## config.mk

```make
export PLATFORM = sky130hd
export DESIGN_NAME = tile_fetch_pipe_flat
export DESIGN_NICKNAME = d
export VERILOG_FILES = /design/src/rtl/tile_fetch_pipe_if.sv /design/src/rtl/tile_fetch_pipe.sv /design/src/flat_wrapper.sv
export SDC_FILE = /design/constraint.sdc
export NUM_CORES = 1
export LEC_CHECK = 0
export ABC_AREA = 0
export ABC_CLOCK_PERIOD_IN_PS = 3070
export BUFFER_PORTS_ARGS = -buffer_cell sky130_fd_sc_hd__clkbuf_2
export CORE_ASPECT_RATIO = 1.5
export CORE_MARGIN = 1
export CORE_UTILIZATION = 52
export DETAILED_ROUTE_END_ITERATION = 10
export PLACE_DENSITY = 0.95
export REMOVE_ABC_BUFFERS = 1
export SLEW_MARGIN = 20
export SYNTH_ARGS = -nofsm -noshare
export SYNTH_HDL_FRONTEND = slang
export SYNTH_SLANG_ARGS = --single-unit
```

## constraint.sdc

```tcl
create_clock -name clk_draw -period 3.07 [get_ports clk_draw]
set_input_delay 0.307 -clock clk_draw [delete_from_list [all_inputs] [get_ports clk_draw]]
set_output_delay 0.307 -clock clk_draw [all_outputs]
set_load 0.005 [all_outputs]
```

## src/rtl/tile_fetch_pipe_if.sv

```systemverilog
// Request, BRAM and output bus of the tile fetch pipeline.
// The slave modport is the pipeline's view; the master modport is the
// view of whatever drives requests, models the BRAMs and drains output.
interface tile_fetch_pipe_if #(
  parameter int BPP   = 4,
  parameter int PAL_W = 5,
  parameter int TM_AW = 10,
  parameter int TB_AW = 14,
  parameter int LBX_W = 12
);
  localparam int NPIX = 16 / BPP;
  localparam int LW   = PAL_W + BPP;

  logic                 in_valid;
  logic                 in_ready;
  logic [10:0]          in_sprite_x;
  logic [LBX_W-1:0]     in_lb_x;
  logic [TM_AW-1:0]     in_tm_base;
  logic [TB_AW-1:0]     in_tb_base;
  logic [TM_AW-1:0]     tm_addr;
  logic                 tm_re;
  logic [15:0]          tm_data;
  logic [TB_AW-1:0]     tb_addr;
  logic                 tb_re;
  logic [15:0]          tb_data;
  logic                 out_valid;
  logic                 out_ready;
  logic [NPIX*LW-1:0]   out_pixels;
  logic [NPIX-1:0]      out_mask;
  logic [LBX_W-1:0]     out_lb_x;

  modport slave (
    input  in_valid, in_sprite_x, in_lb_x, in_tm_base, in_tb_base,
    output in_ready,
    output tm_addr, tm_re,
    input  tm_data,
    output tb_addr, tb_re,
    input  tb_data,
    output out_valid, out_pixels, out_mask, out_lb_x,
    input  out_ready
  );

  modport master (
    output in_valid, in_sprite_x, in_lb_x, in_tm_base, in_tb_base,
    input  in_ready,
    input  tm_addr, tm_re,
    output tm_data,
    input  tb_addr, tb_re,
    output tb_data,
    input  out_valid, out_pixels, out_mask, out_lb_x,
    output out_ready
  );
endinterface

```

## src/rtl/tile_fetch_pipe.sv

```systemverilog
// Three-stage tile fetch pipeline: S1 issues the tilemap read, S2 issues
// the tile bitmap read, S3 registers the unpacked pixel lanes.
// Optional feature: define TILE_HFLIP_EN to honour the tilemap hflip bit
// (word index and lane order mirrored); without it that bit is ignored.
module tile_fetch_pipe #(
  parameter int BPP   = 4,
  parameter int PAL_W = 5,
  parameter int TM_AW = 10,
  parameter int TB_AW = 14,
  parameter int LBX_W = 12
) (
  input  logic             clk_draw,
  input  logic             rst_draw,
  input  logic             flush,
  tile_fetch_pipe_if.slave bus
);
  localparam int NPIX = 16 / BPP;
  localparam int LW   = PAL_W + BPP;
  // log2 of words per tile row: 8 pixels wide is 2 words at 4bpp, 4 at 8bpp
  localparam int WL   = (BPP == 8) ? 2 : 1;

  logic               stall;
  logic               accept;
  logic               s1_valid, s2_valid, s3_valid;
  logic [WL-1:0]      s1_w;
  logic [LBX_W-1:0]   s1_lb_x, s2_lb_x, s3_lb_x;
  logic [TB_AW-1:0]   s1_tb_base;
  logic [PAL_W-1:0]   s2_pal;
  logic [NPIX*LW-1:0] s3_pixels;
  logic [NPIX-1:0]    s3_mask;
  logic [10:0]        word_idx;
  logic [15:0]        pal_ext;
  logic [WL-1:0]      w_eff;
  logic [NPIX-1:0][BPP-1:0] pix;
  logic [NPIX*LW-1:0] lanes;
  logic [NPIX-1:0]    lane_nz;
  logic               unused_bits;

  // A held output freezes every stage, including both BRAM data outputs
  assign stall        = s3_valid && !bus.out_ready;
  assign bus.in_ready = !rst_draw && !stall;
  assign accept       = bus.in_valid && bus.in_ready;
  assign bus.tm_re    = !rst_draw && !stall;
  assign bus.tb_re    = !rst_draw && !stall;

  assign word_idx     = bus.in_sprite_x >> WL;
  assign bus.tm_addr  = bus.in_tm_base + TM_AW'(word_idx);
  assign pal_ext      = {11'b0, bus.tm_data[14:10]};

`ifdef TILE_HFLIP_EN
  logic s2_flip;
  // WPT is a power of two, so WPT-1-w is simply the bitwise inverse of w
  assign w_eff = bus.tm_data[15] ? ~s1_w : s1_w;
`else
  assign w_eff = s1_w;
`endif

  assign bus.tb_addr  = s1_tb_base + TB_AW'({bus.tm_data[9:0], w_eff});

  // Split the tile word into lanes, lane 0 being the leftmost pixel
  always_comb begin
    pix     = '0;
    lanes   = '0;
    lane_nz = '0;
    for (int k = 0; k < NPIX; k++) begin
      pix[k] = bus.tb_data[15-k*BPP -: BPP];
`ifdef TILE_HFLIP_EN
      if (s2_flip) pix[k] = bus.tb_data[(k+1)*BPP-1 -: BPP];
`endif
      lanes[k*LW +: LW] = {s2_pal, pix[k]};
      lane_nz[k]        = |pix[k];
    end
  end

  // Stage valid bits and output register; reset and flush drop everything
  always_ff @(posedge clk_draw) begin
    if (rst_draw) begin
      s1_valid  <= 1'b0;
      s2_valid  <= 1'b0;
      s3_valid  <= 1'b0;
      s3_pixels <= '0;
      s3_mask   <= '0;
      s3_lb_x   <= '0;
    end else if (flush) begin
      s1_valid  <= 1'b0;
      s2_valid  <= 1'b0;
      s3_valid  <= 1'b0;
      s3_mask   <= '0;
    end else if (!stall) begin
      s1_valid  <= accept;
      s2_valid  <= s1_valid;
      s3_valid  <= s2_valid;
      s3_mask   <= s2_valid ? lane_nz : '0;
      if (s2_valid) begin
        s3_pixels <= lanes;
        s3_lb_x   <= s2_lb_x;
      end
    end
  end

  // Sideband follows its stage; stale contents are harmless once valid drops
  always_ff @(posedge clk_draw) begin
    if (!stall) begin
      s1_w       <= bus.in_sprite_x[WL-1:0];
      s1_lb_x    <= bus.in_lb_x;
      s1_tb_base <= bus.in_tb_base;
      s2_lb_x    <= s1_lb_x;
      s2_pal     <= pal_ext[PAL_W-1:0];
`ifdef TILE_HFLIP_EN
      s2_flip    <= bus.tm_data[15];
`endif
    end
  end

  assign bus.out_valid  = s3_valid;
  assign bus.out_pixels = s3_pixels;
  assign bus.out_mask   = s3_mask;
  assign bus.out_lb_x   = s3_lb_x;

  assign unused_bits = ^{word_idx, pal_ext, bus.tm_data[15]};
endmodule

```

## src/flat_wrapper.sv

```systemverilog
// flat-port wrapper written by rule: the top's interface ports become plain ports
module tile_fetch_pipe_flat 
#(
  parameter int BPP   = 4,
  parameter int PAL_W = 5,
  parameter int TM_AW = 10,
  parameter int TB_AW = 14,
  parameter int LBX_W = 12
)
  (clk_draw, rst_draw, flush, bus_in_valid, bus_in_sprite_x, bus_in_lb_x, bus_in_tm_base, bus_in_tb_base, bus_in_ready, bus_tm_addr, bus_tm_re, bus_tm_data, bus_tb_addr, bus_tb_re, bus_tb_data, bus_out_valid, bus_out_pixels, bus_out_mask, bus_out_lb_x, bus_out_ready);
  tile_fetch_pipe_if #(.BPP(BPP), .PAL_W(PAL_W), .TM_AW(TM_AW), .TB_AW(TB_AW), .LBX_W(LBX_W)) bus_i ();
  input  logic clk_draw;
  input  logic rst_draw;
  input  logic flush;
  input wire logic [$bits(bus_i.in_valid)-1:0] bus_in_valid;
  input wire logic [$bits(bus_i.in_sprite_x)-1:0] bus_in_sprite_x;
  input wire logic [$bits(bus_i.in_lb_x)-1:0] bus_in_lb_x;
  input wire logic [$bits(bus_i.in_tm_base)-1:0] bus_in_tm_base;
  input wire logic [$bits(bus_i.in_tb_base)-1:0] bus_in_tb_base;
  output wire logic [$bits(bus_i.in_ready)-1:0] bus_in_ready;
  output wire logic [$bits(bus_i.tm_addr)-1:0] bus_tm_addr;
  output wire logic [$bits(bus_i.tm_re)-1:0] bus_tm_re;
  input wire logic [$bits(bus_i.tm_data)-1:0] bus_tm_data;
  output wire logic [$bits(bus_i.tb_addr)-1:0] bus_tb_addr;
  output wire logic [$bits(bus_i.tb_re)-1:0] bus_tb_re;
  input wire logic [$bits(bus_i.tb_data)-1:0] bus_tb_data;
  output wire logic [$bits(bus_i.out_valid)-1:0] bus_out_valid;
  output wire logic [$bits(bus_i.out_pixels)-1:0] bus_out_pixels;
  output wire logic [$bits(bus_i.out_mask)-1:0] bus_out_mask;
  output wire logic [$bits(bus_i.out_lb_x)-1:0] bus_out_lb_x;
  input wire logic [$bits(bus_i.out_ready)-1:0] bus_out_ready;
  assign bus_i.in_valid = bus_in_valid;
  assign bus_i.in_sprite_x = bus_in_sprite_x;
  assign bus_i.in_lb_x = bus_in_lb_x;
  assign bus_i.in_tm_base = bus_in_tm_base;
  assign bus_i.in_tb_base = bus_in_tb_base;
  assign bus_in_ready = bus_i.in_ready;
  assign bus_tm_addr = bus_i.tm_addr;
  assign bus_tm_re = bus_i.tm_re;
  assign bus_i.tm_data = bus_tm_data;
  assign bus_tb_addr = bus_i.tb_addr;
  assign bus_tb_re = bus_i.tb_re;
  assign bus_i.tb_data = bus_tb_data;
  assign bus_out_valid = bus_i.out_valid;
  assign bus_out_pixels = bus_i.out_pixels;
  assign bus_out_mask = bus_i.out_mask;
  assign bus_out_lb_x = bus_i.out_lb_x;
  assign bus_i.out_ready = bus_out_ready;
  tile_fetch_pipe #(.BPP(BPP), .PAL_W(PAL_W), .TM_AW(TM_AW), .TB_AW(TB_AW), .LBX_W(LBX_W)) u_core (.clk_draw(clk_draw), .rst_draw(rst_draw), .flush(flush), .bus(bus_i));
endmodule
```

# Word level (Yosys, flattened, before mapping)
# Cells that the tools add are included.
[classes] n_reduce_logical=12 bitwise_logic=2 mux=1 addsub=2
[op_table] operator="$reduce_or A4 Y1" n=4
[op_table] operator="$add A14 B11 Y14" n=1
[op_table] operator="$add A10 B10 Y10" n=1
[op_table] operator="$mux W4" n=1
[op_table] operator="$logic_and A1 B1 Y1" n=3
[op_table] operator="$logic_not A1 Y1" n=3
[op_table] operator="$reduce_and A3 Y1" n=1
[op_table] operator="$not A1 Y1" n=2
[op_table] operator="$reduce_or A2 Y1" n=1
[word_totals] regBits=99 in_bits=84 output_inout_bits=80

# Depth between registers and ports, before layout
# Gate-level depths: netlist of run 1.
[logic_depth] depth_word=5 mapped_depth=8 ltp_nobuf=8

# Worst setup path before layout of run 1
# OpenSTA, ideal clock, no wires.
[synth_timing] path_type="register to output" startpoint="register u_core.s1_tb_base[0]" endpoint="output bus_tb_addr[10]" t_arrival_ns=1.659 n_path_buf=0 setup_slack_ns=1.104 stages_incl_launch_ff=9 cell_sequence="edfxtp_1 -> ha_1 -> inv_1 -> fa_1 -> nor2b_1 -> o31a_1 -> o21ai_1 -> a31oi_1 -> xor2_1"
[synth_via] elab_chain_len=1
[synth_lines] item="start: declaration" line="tile_fetch_pipe.sv:27" source="logic [TB_AW-1:0] s1_tb_base;"
[synth_lines] item="start signal: assignment" line="tile_fetch_pipe.sv:106" source="s1_tb_base <= bus.in_tb_base;"
[synth_lines] item="$add A14 B11 Y14" line="tile_fetch_pipe.sv:58" source="assign bus.tb_addr = s1_tb_base + TB_AW'({bus.tm_data[9:0], w_eff});"
[synth_lines] item="end: declaration" line="flat_wrapper.sv:24" source="output wire logic [$bits(bus_i.tb_addr)-1:0] bus_tb_addr;"
# No other way between the ends.

# Worst setup path in the final report of run 1
[layout_timing] startpoint="register u_core.s1_tb_base[0]" endpoint="output bus_tb_addr[12]"
# The elaborated chain is that of the path after synthesis.

==> results.json, run 1 <==
{
  "status": "complete, no violations",
  "tightestPinTransition_ns": 0.843,
  "leakage_nw": 2.16,
  "fin_ws_ns": 0.248,
  "ir_drop_v": 0.000480,
  "area_delta_synth_final_pct": 24.6,
  "synth_compound_area_share_pct": 14.8,
  "cts_buffer_depth": 2,
  "required_ns": 2.76,
  "pin_count": 164,
  "post-route-period-util_pct": 91.9,
  "avgSynthCellArea_um2": 10.4,
  "p_per_area_nw_per_um2": 475,
  "clk_latency_ns": 0.35,
  "cts_tree": "yes",
  "syn_inst": 375,
  "crit_chain": "ha_1, inv_1, fa_1, nor2b_1, o31a_1, o31ai_1, nand4_1, o211ai_1, clkbuf_2",
  "switching_share_pct": 26.4,
  "synth_cell_types": 48,
  "slowest_stage": "edfxtp_1",
  "ys.warnings.count": 0,
  "path_delay_family": "compound AO/OA/AOI/OAI gates",
  "grt_usage_pct": 22.6,
  "setup_viol": 0,
  "post-route-min-period_ns": 2.82,
  "viasPerCell": 5.25,
  "start_util_pct": 53.8,
  "p_sw_mw": 0.613,
  "yosys.area_share.adder_pct": 7.41,
  "drt-pass1-iter-count": 4,
  "grt_pass1_wl_mm": 13.4,
  "critPathArrivalTime_ns": 2.52,
  "diodes": 0,
  "synth_seq_cells": 84,
  "wl_per_cell_um": 14.0,
  "clock-sinks": 84,
  "rsz0062_at_grt": "no",
  "drc_errors": 0,
  "yosysTopAreaCell": "edfxtp_1",
  "final_hold_viol_count": 0,
  "syn_area_um2": 3920,
  "num-nets-final": 627,
  "clockPowerShare_pct": 30.9,
  "synth_mux_area_share_pct": 0,
  "hold_class": "primary input to flop",
  "slew_violations": 0,
  "gp_congestion": 0.831,
  "synth_area_leaders": "edfxtp_1, dfxtp_1, nand2_1, ha_1, a21oi_1",
  "synth_common_cells": "nand2_1, a21oi_1, edfxtp_1, dfxtp_1, ha_1",
  "cts-hold-fix-buffers": 0,
  "slowest_delay_ns": 0.39,
  "grt_overflow": 0,
  "holdCritStartpoint": "bus_in_lb_x[11]",
  "yosysMostFrequentCell": "nand2_1",
  "post_cts_resized": 0,
  "p_int_mw": 1.71,
  "p_seq_share_pct": 53.1,
  "endpoint_kind": "output port",
  "root_buffer": "clkbuf_8",
  "layout-drive-gt1-share_pct": 37.8,
  "crit_path_max_fanout": 3,
  "grt_pass1_vias": 3063,
  "htreeDepth": 3,
  "synth_flop_cell": "edfxtp_1",
  "fp-row-count": 38,
  "drtIter0Drc": 88,
  "drtAntennaViolNets": 0,
  "cts_buffers": 9,
  "worstSetupStartpointType": "flop",
  "cap_violations": 0,
  "wl_mm": 8.79,
  "die_h_um": 108,
  "async_flop_share_pct": 0,
  "chipWidth_um": 72.9,
  "num_vias": 3286,
  "grt_antenna_before_repair": 0,
  "place_hpwl_mm": 6.74,
  "synth_xor_area_share_pct": 3.35,
  "grt_max_degree": 51,
  "synth_edf_count": 44,
  "postCtsSetupBuffers": 0,
  "synth_top_area_share_pct": 33.7,
  "fmax_mhz": 354,
  "relSlewSlack_pct": 43.7,
  "core_um2": 7270,
  "crit_start": "u_core.s1_tb_base[0]$_DFFE_PN_",
  "path_clk_slew_ns": 0.09,
  "finalSetupTns_ns": 0,
  "yosysSeqAreaShare_pct": 54.2,
  "synthSimpleGateAreaFrac_pct": 14.3,
  "preCtsSetupSlack_ns": 0.697,
  "dieArea_um2": 7890,
  "clock_skew_ns": 0.00554,
  "path_buf_inv": 2,
  "io_buffers": 162,
  "combPwrFrac_pct": 16.0,
  "critical_path_class": "flop to output port",
  "reg2reg_from": "u_core.bus.out_valid$_SDFFE_PP0N_",
  "fin_hold_ws_ns": 0.125,
  "synth_top_family_by_area": "compound AO/OA/AOI/OAI gates"
}
## layout by cell type, fill, tap and decap left out, types with 2 or more instances in the layout
cell type	count
buf_4	3
inv_8	2
nor3_1	4
nand2_1	77
o221ai_1	2
nor2_1	12
o21a_1	3
clkbuf_2	162
or2_2	3
ha_1	20
or4_1	5
a31oi_1	4
o21ai_1	3
a211oi_1	2
inv_1	11
o31a_1	2
clkinv_4	3
a21oi_2	2
xnor2_1	11
fa_1	2
edfxtp_1	44
a21o_1	6
o31ai_1	3
dfxtp_1	40
xor2_1	4
nand4_1	2
nand3_1	10
nor2b_1	3
a21oi_1	49
clkbuf_8	9
o21ai_0	2
## final timing paths
kind / endpoint / slack, ns / depth (start not counted)
worst max-delay path: bus_tb_addr[12] / 0.25 / 9
worst min-delay path: u_core.s1_lb_x[11]$_DFFE_PN_ / 0.12 / 1
worst max register to register: u_core.bus.out_lb_x[3]$_SDFFE_PP0P_ / 1.06 / 6
worst min register to register: u_core.s2_lb_x[7]$_DFFE_PN_ / 0.43 / 0
## power groups by stage
stage	Combinational, mW	Clock [mW]	Sequential (mW)
6_report	0.372	0.716	1.23
5_1_grt	0.411	0.779	1.23
4_1_cts	0.372	0.739	1.23
3_5_place_dp	0.371	0	1.26
3_3_place_gp	0.355	0	1.25
2_1_floorplan	0.208	0	1.25
## per-stage QoR
| stage | cell area (µm²) | cells | power [mW] | util (%) |
|---|---|---|---|---|
| floorplan | 3730 | 345 | 1.46 | - |
| global placement | 4700 | 610 | 1.61 | 64.6 |
| detailed placement | 4700 | 610 | 1.63 | 64.6 |
| CTS | 4880 | 626 | 2.34 | 67.1 |
| global route | 4880 | 626 | 2.42 | 67.1 |
| finish | 4880 | 626 | 2.32 | 67.1 |
## cells by family after synthesis
family / after synthesis
AND/OR/NAND/NOR: 124
AO/OA/AOI/OAI: 88
flip-flops: 84
buffers and inverters: 42
adder cells (fa/ha/maj): 22
XOR/XNOR: 15
## layer usage
metal	global-route usage [%]	vias to the layer above	wire length (µm)	share of wire, %
met5	0	-	0	0
met4	10.9	0	230	2.6
met3	5.87	18	564	6.4
met2	42.4	131	4830	55
met1	22.4	1531	3170	36
li1	-	1606	-	-
## state kept, by name (all words and copies together) (netlist names)
signal	count
u_core.s1_lb_x	12
u_core.s1_tb_base	14
u_core.s1_w	1
u_core.bus.out_valid	1
u_core.s2_lb_x	12
u_core.s1_valid	1
u_core.bus.out_lb_x	12
u_core.bus.out_mask	4
u_core.bus.out_pixels	21
u_core.s2_valid	1
u_core.s2_pal	5
## layout make-up
cell class	instances	area, µm²
fill	534	2390
multi-input combinational	249	1570
sequential	84	2120
clock buffer	9	124
inverter	12	45.0
tap	100	125
clock inverter	7	61.3
timing repair buffer	165	833
No activity file was read; power rests on OpenSTA's default activity.
==> run 2: changes to the inputs <==
- ABC_CLOCK_PERIOD_IN_PS: 3070 -> 2970
- CORE_UTILIZATION: 52 -> 48
- PLACE_DENSITY: 0.95 -> 0.9
- clock period: 3.07 -> 2.97 ns (I/O delays scaled with it)
==> run 2 against run 1 <==
Hold slack better by 0.0024 ns. Count of clock-buffer cells in the layout unchanged. Sequential power increased by 3%. Clock skew grew 0.0021 ns. Routed wire length rose by 5.3%. Via count is 2.0% higher. Critical endpoint is now bus_tb_addr[11]. Register-to-register slack improved by 0.16 ns. Critical path type unchanged. First-iteration DRC count up 44%. Cell count up 1.1%. Largest power group unchanged. Global-route usage hardly changed. Utilization fell by 3.7 points. Die area grew 8.1%.
==> results.json, run 2 (synthesis gave the netlist of run 1 again) <==
{
  "grt_usage_pct": 22.6,
  "clock_skew_ns": 0.00769,
  "dpl_cell_area_um2": 4720,
  "gp_congestion": 0.837,
  "num-nets-final": 629,
  "grt_antenna_before_repair": 0,
  "wl_per_cell_um": 14.6,
  "cts_buffer_depth": 2,
  "relSlewSlack_pct": 50.0,
  "post-route-period-util_pct": 94.8,
  "cts_tree": "yes",
  "leakage_nw": 2.23,
  "required_ns": 2.67,
  "drtAntennaViolNets": 0,
  "drtIter0Drc": 127,
  "cts-hold-fix-buffers": 0,
  "dieArea_um2": 8530,
  "path_delay_family": "compound AO/OA/AOI/OAI gates",
  "slew_violations": 0,
  "critical_path_class": "flop to output port",
  "endpoint_kind": "output port",
  "chipWidth_um": 75.8,
  "critPathArrivalTime_ns": 2.52,
  "pin_count": 164,
  "grt_pass1_wl_mm": 14.4,
  "grt_pass1_vias": 3316,
  "drc_errors": 0,
  "fp-row-count": 40,
  "area_delta_synth_final_pct": 28.8,
  "num_vias": 3352,
  "grt_overflow": 0,
  "root_buffer": "clkbuf_16",
  "path_buf_inv": 1,
  "final_area_um2": 5040,
  "finalSetupTns_ns": 0,
  "wl_mm": 9.26,
  "grt_max_degree": 41,
  "largest_reg_flops": 21,
  "cts_buffers": 9,
  "place_hpwl_mm": 6.84,
  "num-fill-cells": 619,
  "path_clk_slew_ns": 0.07,
  "worstSetupStartpointType": "flop",
  "dp.cells": 617,
  "clock-sinks": 84,
  "status": "complete, no violations",
  "start_util_pct": 49.2,
  "total_power_mw": 2.85,
  "htreeDepth": 3,
  "core_um2": 7960,
  "final_common_cell": "clkbuf_2",
  "post-route-min-period_ns": 2.82,
  "setup_viol": 0,
  "diodes": 0,
  "slowest_stage": "o31ai_1",
  "drt-pass1-iter-count": 4,
  "fmax_mhz": 355,
  "clk_latency_ns": 0.34,
  "mostFrequentLayoutCells": "clkbuf_2, nand2_1, a21oi_1, edfxtp_1, dfxtp_1",
  "crit_chain": "ha_1, a211oi_2, nor2_2, o31ai_1, nor3_1, nor3_2, clkbuf_2",
  "hold_class": "primary input to flop",
  "final_hold_viol_count": 0,
  "fin_util_pct": 63.4,
  "io_buffers": 162,
  "rsz0062_at_grt": "no",
  "cap_violations": 0,
  "postCtsSetupBuffers": 0,
  "crit_path_max_fanout": 5,
  "instances_no_fill": 633,
  "layout-drive-gt1-share_pct": 38.1,
  "ir_drop_v": 0.000686,
  "slowest_delay_ns": 0.62,
  "tightestPinTransition_ns": 0.743,
  "post_cts_resized": 0,
  "die_h_um": 113,
  "p_per_area_nw_per_um2": 565,
  "viasPerCell": 5.30
}
run 2: changes by cell type in the layout (fill, tap and decap cells not counted), sizes merged:
cell	delta
clkinvlp	+2
inv	-1
buf	+2
bufinv	+2
clkinv	-3
run 2: final cells by class:
type / count / area [µm²] / area share (%)
Sequential cell: 84 / 2120 / 42.1
Multi-Input combinational cell: 249 / 1570 / 31.1
Timing Repair Buffer: 167 / 848 / 16.8
Clock buffer: 9 / 225 / 4.47
Tap cell: 105 / 131 / 2.61
Clock inverter: 7 / 100 / 1.99
Inverter: 12 / 45.0 / 0.893
run 2: through the flow:
stage          hold WS, ns  setup WS, ns
2_1_floorplan        0.366         0.634
3_3_place_gp         0.400         0.613
3_5_place_dp         0.405         0.451
4_1_cts              0.121         0.103
5_1_grt              0.125        0.0167
6_report             0.127         0.155
run 2: worst paths after layout:
| kind | from | to | slack, ns | cells after the start |
|---|---|---|---|---|
| worst min-delay path | bus_in_tb_base[1] | u_core.s1_tb_base[1]$_DFFE_PN_ | 0.13 | 1 |
| worst min register to register | u_core.s1_lb_x[5]$_DFFE_PN_ | u_core.s2_lb_x[5]$_DFFE_PN_ | 0.42 | 0 |
| worst max register to register | u_core.bus.out_valid$_SDFFE_PP0N_ | u_core.bus.out_lb_x[8]$_SDFFE_PP0P_ | 1.22 | 6 |
| worst max-delay path | u_core.s1_tb_base[1]$_DFFE_PN_ | bus_tb_addr[11] | 0.15 | 7 |
run 2: metal layers:
layer | part of all wire (%) | GRT usage (%) | wire, µm
met1 | 35 | 21.7 | 3220
met2 | 55 | 41.2 | 5050
met3 | 7.5 | 6.10 | 694
met4 | 3.1 | 12.5 | 291
met5 | 0 | 0 | 0
run 2: report_power, final:
part | internal (mW) | switching, mW | total [mW]
sequential | 1.26 | 0.0154 | 1.27
clock | 0.740 | 0.449 | 1.19
combinational | 0.190 | 0.198 | 0.388
==> run 3: changes to the inputs <==
- REMOVE_ABC_BUFFERS: 1 -> default
==> run 3 against run 2 <==
Critical path depth rose by 2. Count of clock-buffer cells in the layout did not move. Via count fell by 1.3%. Utilization barely moved. Clock skew fell by 0.0049 ns. Die area did not move. Routed wire length fell by 5.3%. Worst setup slack improved by 0.15 ns. Sequential share of layout area barely moved. Clock power barely moved.
==> results.json, run 3 (synthesis gave the netlist of run 1 again) <==
{
  "drt-pass1-iter-count": 4,
  "grt_pass1_vias": 3154,
  "dieArea_um2": 8530,
  "cap_violations": 0,
  "grt_overflow": 0,
  "post-route-min-period_ns": 2.67,
  "die_h_um": 113,
  "crit_path_max_fanout": 3,
  "setup_viol": 0,
  "area_delta_synth_final_pct": 28.7,
  "post-route-period-util_pct": 89.8,
  "rsz0062_at_grt": "no",
  "ir_drop_v": 0.000494,
  "critical_path_class": "flop to output port",
  "root_buffer": "clkbuf_16",
  "grt_util_met3_pct": 7.27,
  "p_per_area_nw_per_um2": 560,
  "grt_max_degree": 51,
  "endpoint_kind": "output port",
  "grt_antenna_before_repair": 0,
  "path_buf_inv": 2,
  "min_path_cells": 1,
  "postCtsSetupBuffers": 0,
  "worst-path-stages": 9,
  "htreeDepth": 3,
  "grt-busiest-layer": "met2",
  "mostFrequentLayoutCells": "clkbuf_2, nand2_1, a21oi_1, edfxtp_1, dfxtp_1",
  "cts_tree": "yes",
  "final_hold_viol_count": 0,
  "finalSetupTns_ns": 0,
  "hold_class": "primary input to flop",
  "tightestPinTransition_ns": 0.733,
  "fp-row-count": 40,
  "use_met2_pct": 39.3,
  "fmax_mhz": 375,
  "relSlewSlack_pct": 51.1,
  "viasPerCell": 5.24,
  "slew_violations": 0,
  "met1_usage_pct": 19.9,
  "synth.net_count": 481,
  "crit_chain": "ha_1, inv_1, fa_1, nor2b_1, o31a_1, o21ai_1, a31oi_1, xor2_1, clkbuf_2",
  "leakage_nw": 2.23,
  "wl_mm": 8.77,
  "final_common_cell": "clkbuf_2",
  "status": "complete, no violations",
  "path_clk_slew_ns": 0.06,
  "chipWidth_um": 75.8,
  "path_delay_family": "adder cells",
  "start_util_pct": 49.2,
  "dpl_cell_area_um2": 4720,
  "drc_errors": 0,
  "final_area_um2": 5040,
  "largest_reg_flops": 21,
  "clk_latency_ns": 0.33,
  "critPathArrivalTime_ns": 2.37,
  "gp_congestion": 0.772,
  "drtIter0Drc": 78,
  "cts_buffers": 9,
  "rrSetupSlack_ns": 1.27,
  "clock-sinks": 84,
  "wl_per_cell_um": 13.9,
  "num_vias": 3309,
  "diodes": 0,
  "io_buffers": 162,
  "slowest_stage": "fa_1",
  "drtAntennaViolNets": 0,
  "grt_usage_pct": 21.2,
  "pin_count": 164,
  "required_ns": 2.67,
  "cts_buffer_depth": 2,
  "core_um2": 7960,
  "place_hpwl_mm": 6.68,
  "num-nets-final": 628,
  "layout-drive-gt1-share_pct": 38.0,
  "clock_skew_ns": 0.00281,
  "r2r.worst_path.cells": 6,
  "slowest_delay_ns": 0.40,
  "grt_pass1_wl_mm": 13.5,
  "worstSetupStartpointType": "flop"
}
run 3: changes by cell type in the layout (fill, tap and decap cells not counted), sizes merged:
cell,change
clkinvlp,-1
buf,-1
run 3: layout make-up:
| cell class | instances | area (µm²) |
|---|---|---|
| multi-input combinational | 249 | 1580 |
| inverter | 12 | 45.0 |
| fill | 646 | 2920 |
| tap | 105 | 131 |
| sequential | 84 | 2120 |
| clock buffer | 9 | 225 |
| timing repair buffer | 166 | 853 |
| clock inverter | 6 | 88.8 |
run 3: final timing paths:
kind / startpoint / endpoint
max: u_core.s1_tb_base[0]$_DFFE_PN_ / bus_tb_addr[10]
min: bus_in_tb_base[2] / u_core.s1_tb_base[2]$_DFFE_PN_
max reg2reg: u_core.bus.out_valid$_SDFFE_PP0N_ / u_core.bus.out_lb_x[3]$_SDFFE_PP0P_
min reg2reg: u_core.s1_lb_x[2]$_DFFE_PN_ / u_core.s2_lb_x[2]$_DFFE_PN_
run 3: routing by layer:
layer  up-vias  wire [µm]
li1       1609          -
met4         0        196
met3        22        668
met2       150       4720
met1      1528       3180
met5         -          0
run 3: where the power goes:
| part | leakage, nW | internal, mW | switching (mW) |
|---|---|---|---|
| Combinational | 1.29 | 0.190 | 0.195 |
| Sequential | 0.788 | 1.26 | 0.0150 |
| Clock | 0.148 | 0.732 | 0.433 |
run 3: stage by stage:
| step | utilization (%) | power [mW] | hold slack, ns | instances | setup slack [ns] |
|---|---|---|---|---|---|
| floorplan | - | 1.52 | 0.396 | 375 | 1.01 |
| global placement | 59.3 | 1.66 | 0.401 | 616 | 0.672 |
| detailed placement | 59.3 | 1.68 | 0.405 | 616 | 0.563 |
| CTS | 63.3 | 2.84 | 0.126 | 631 | 0.191 |
| global route | 63.3 | 2.94 | 0.126 | 631 | 0.00483 |
| finish | 63.3 | 2.82 | 0.136 | 631 | 0.303 |
run 3: repair_timing:
item	in CTS	in global routing
setup endpoints to repair	0	1
hold buffers	0	0
gates resized for setup	0	1
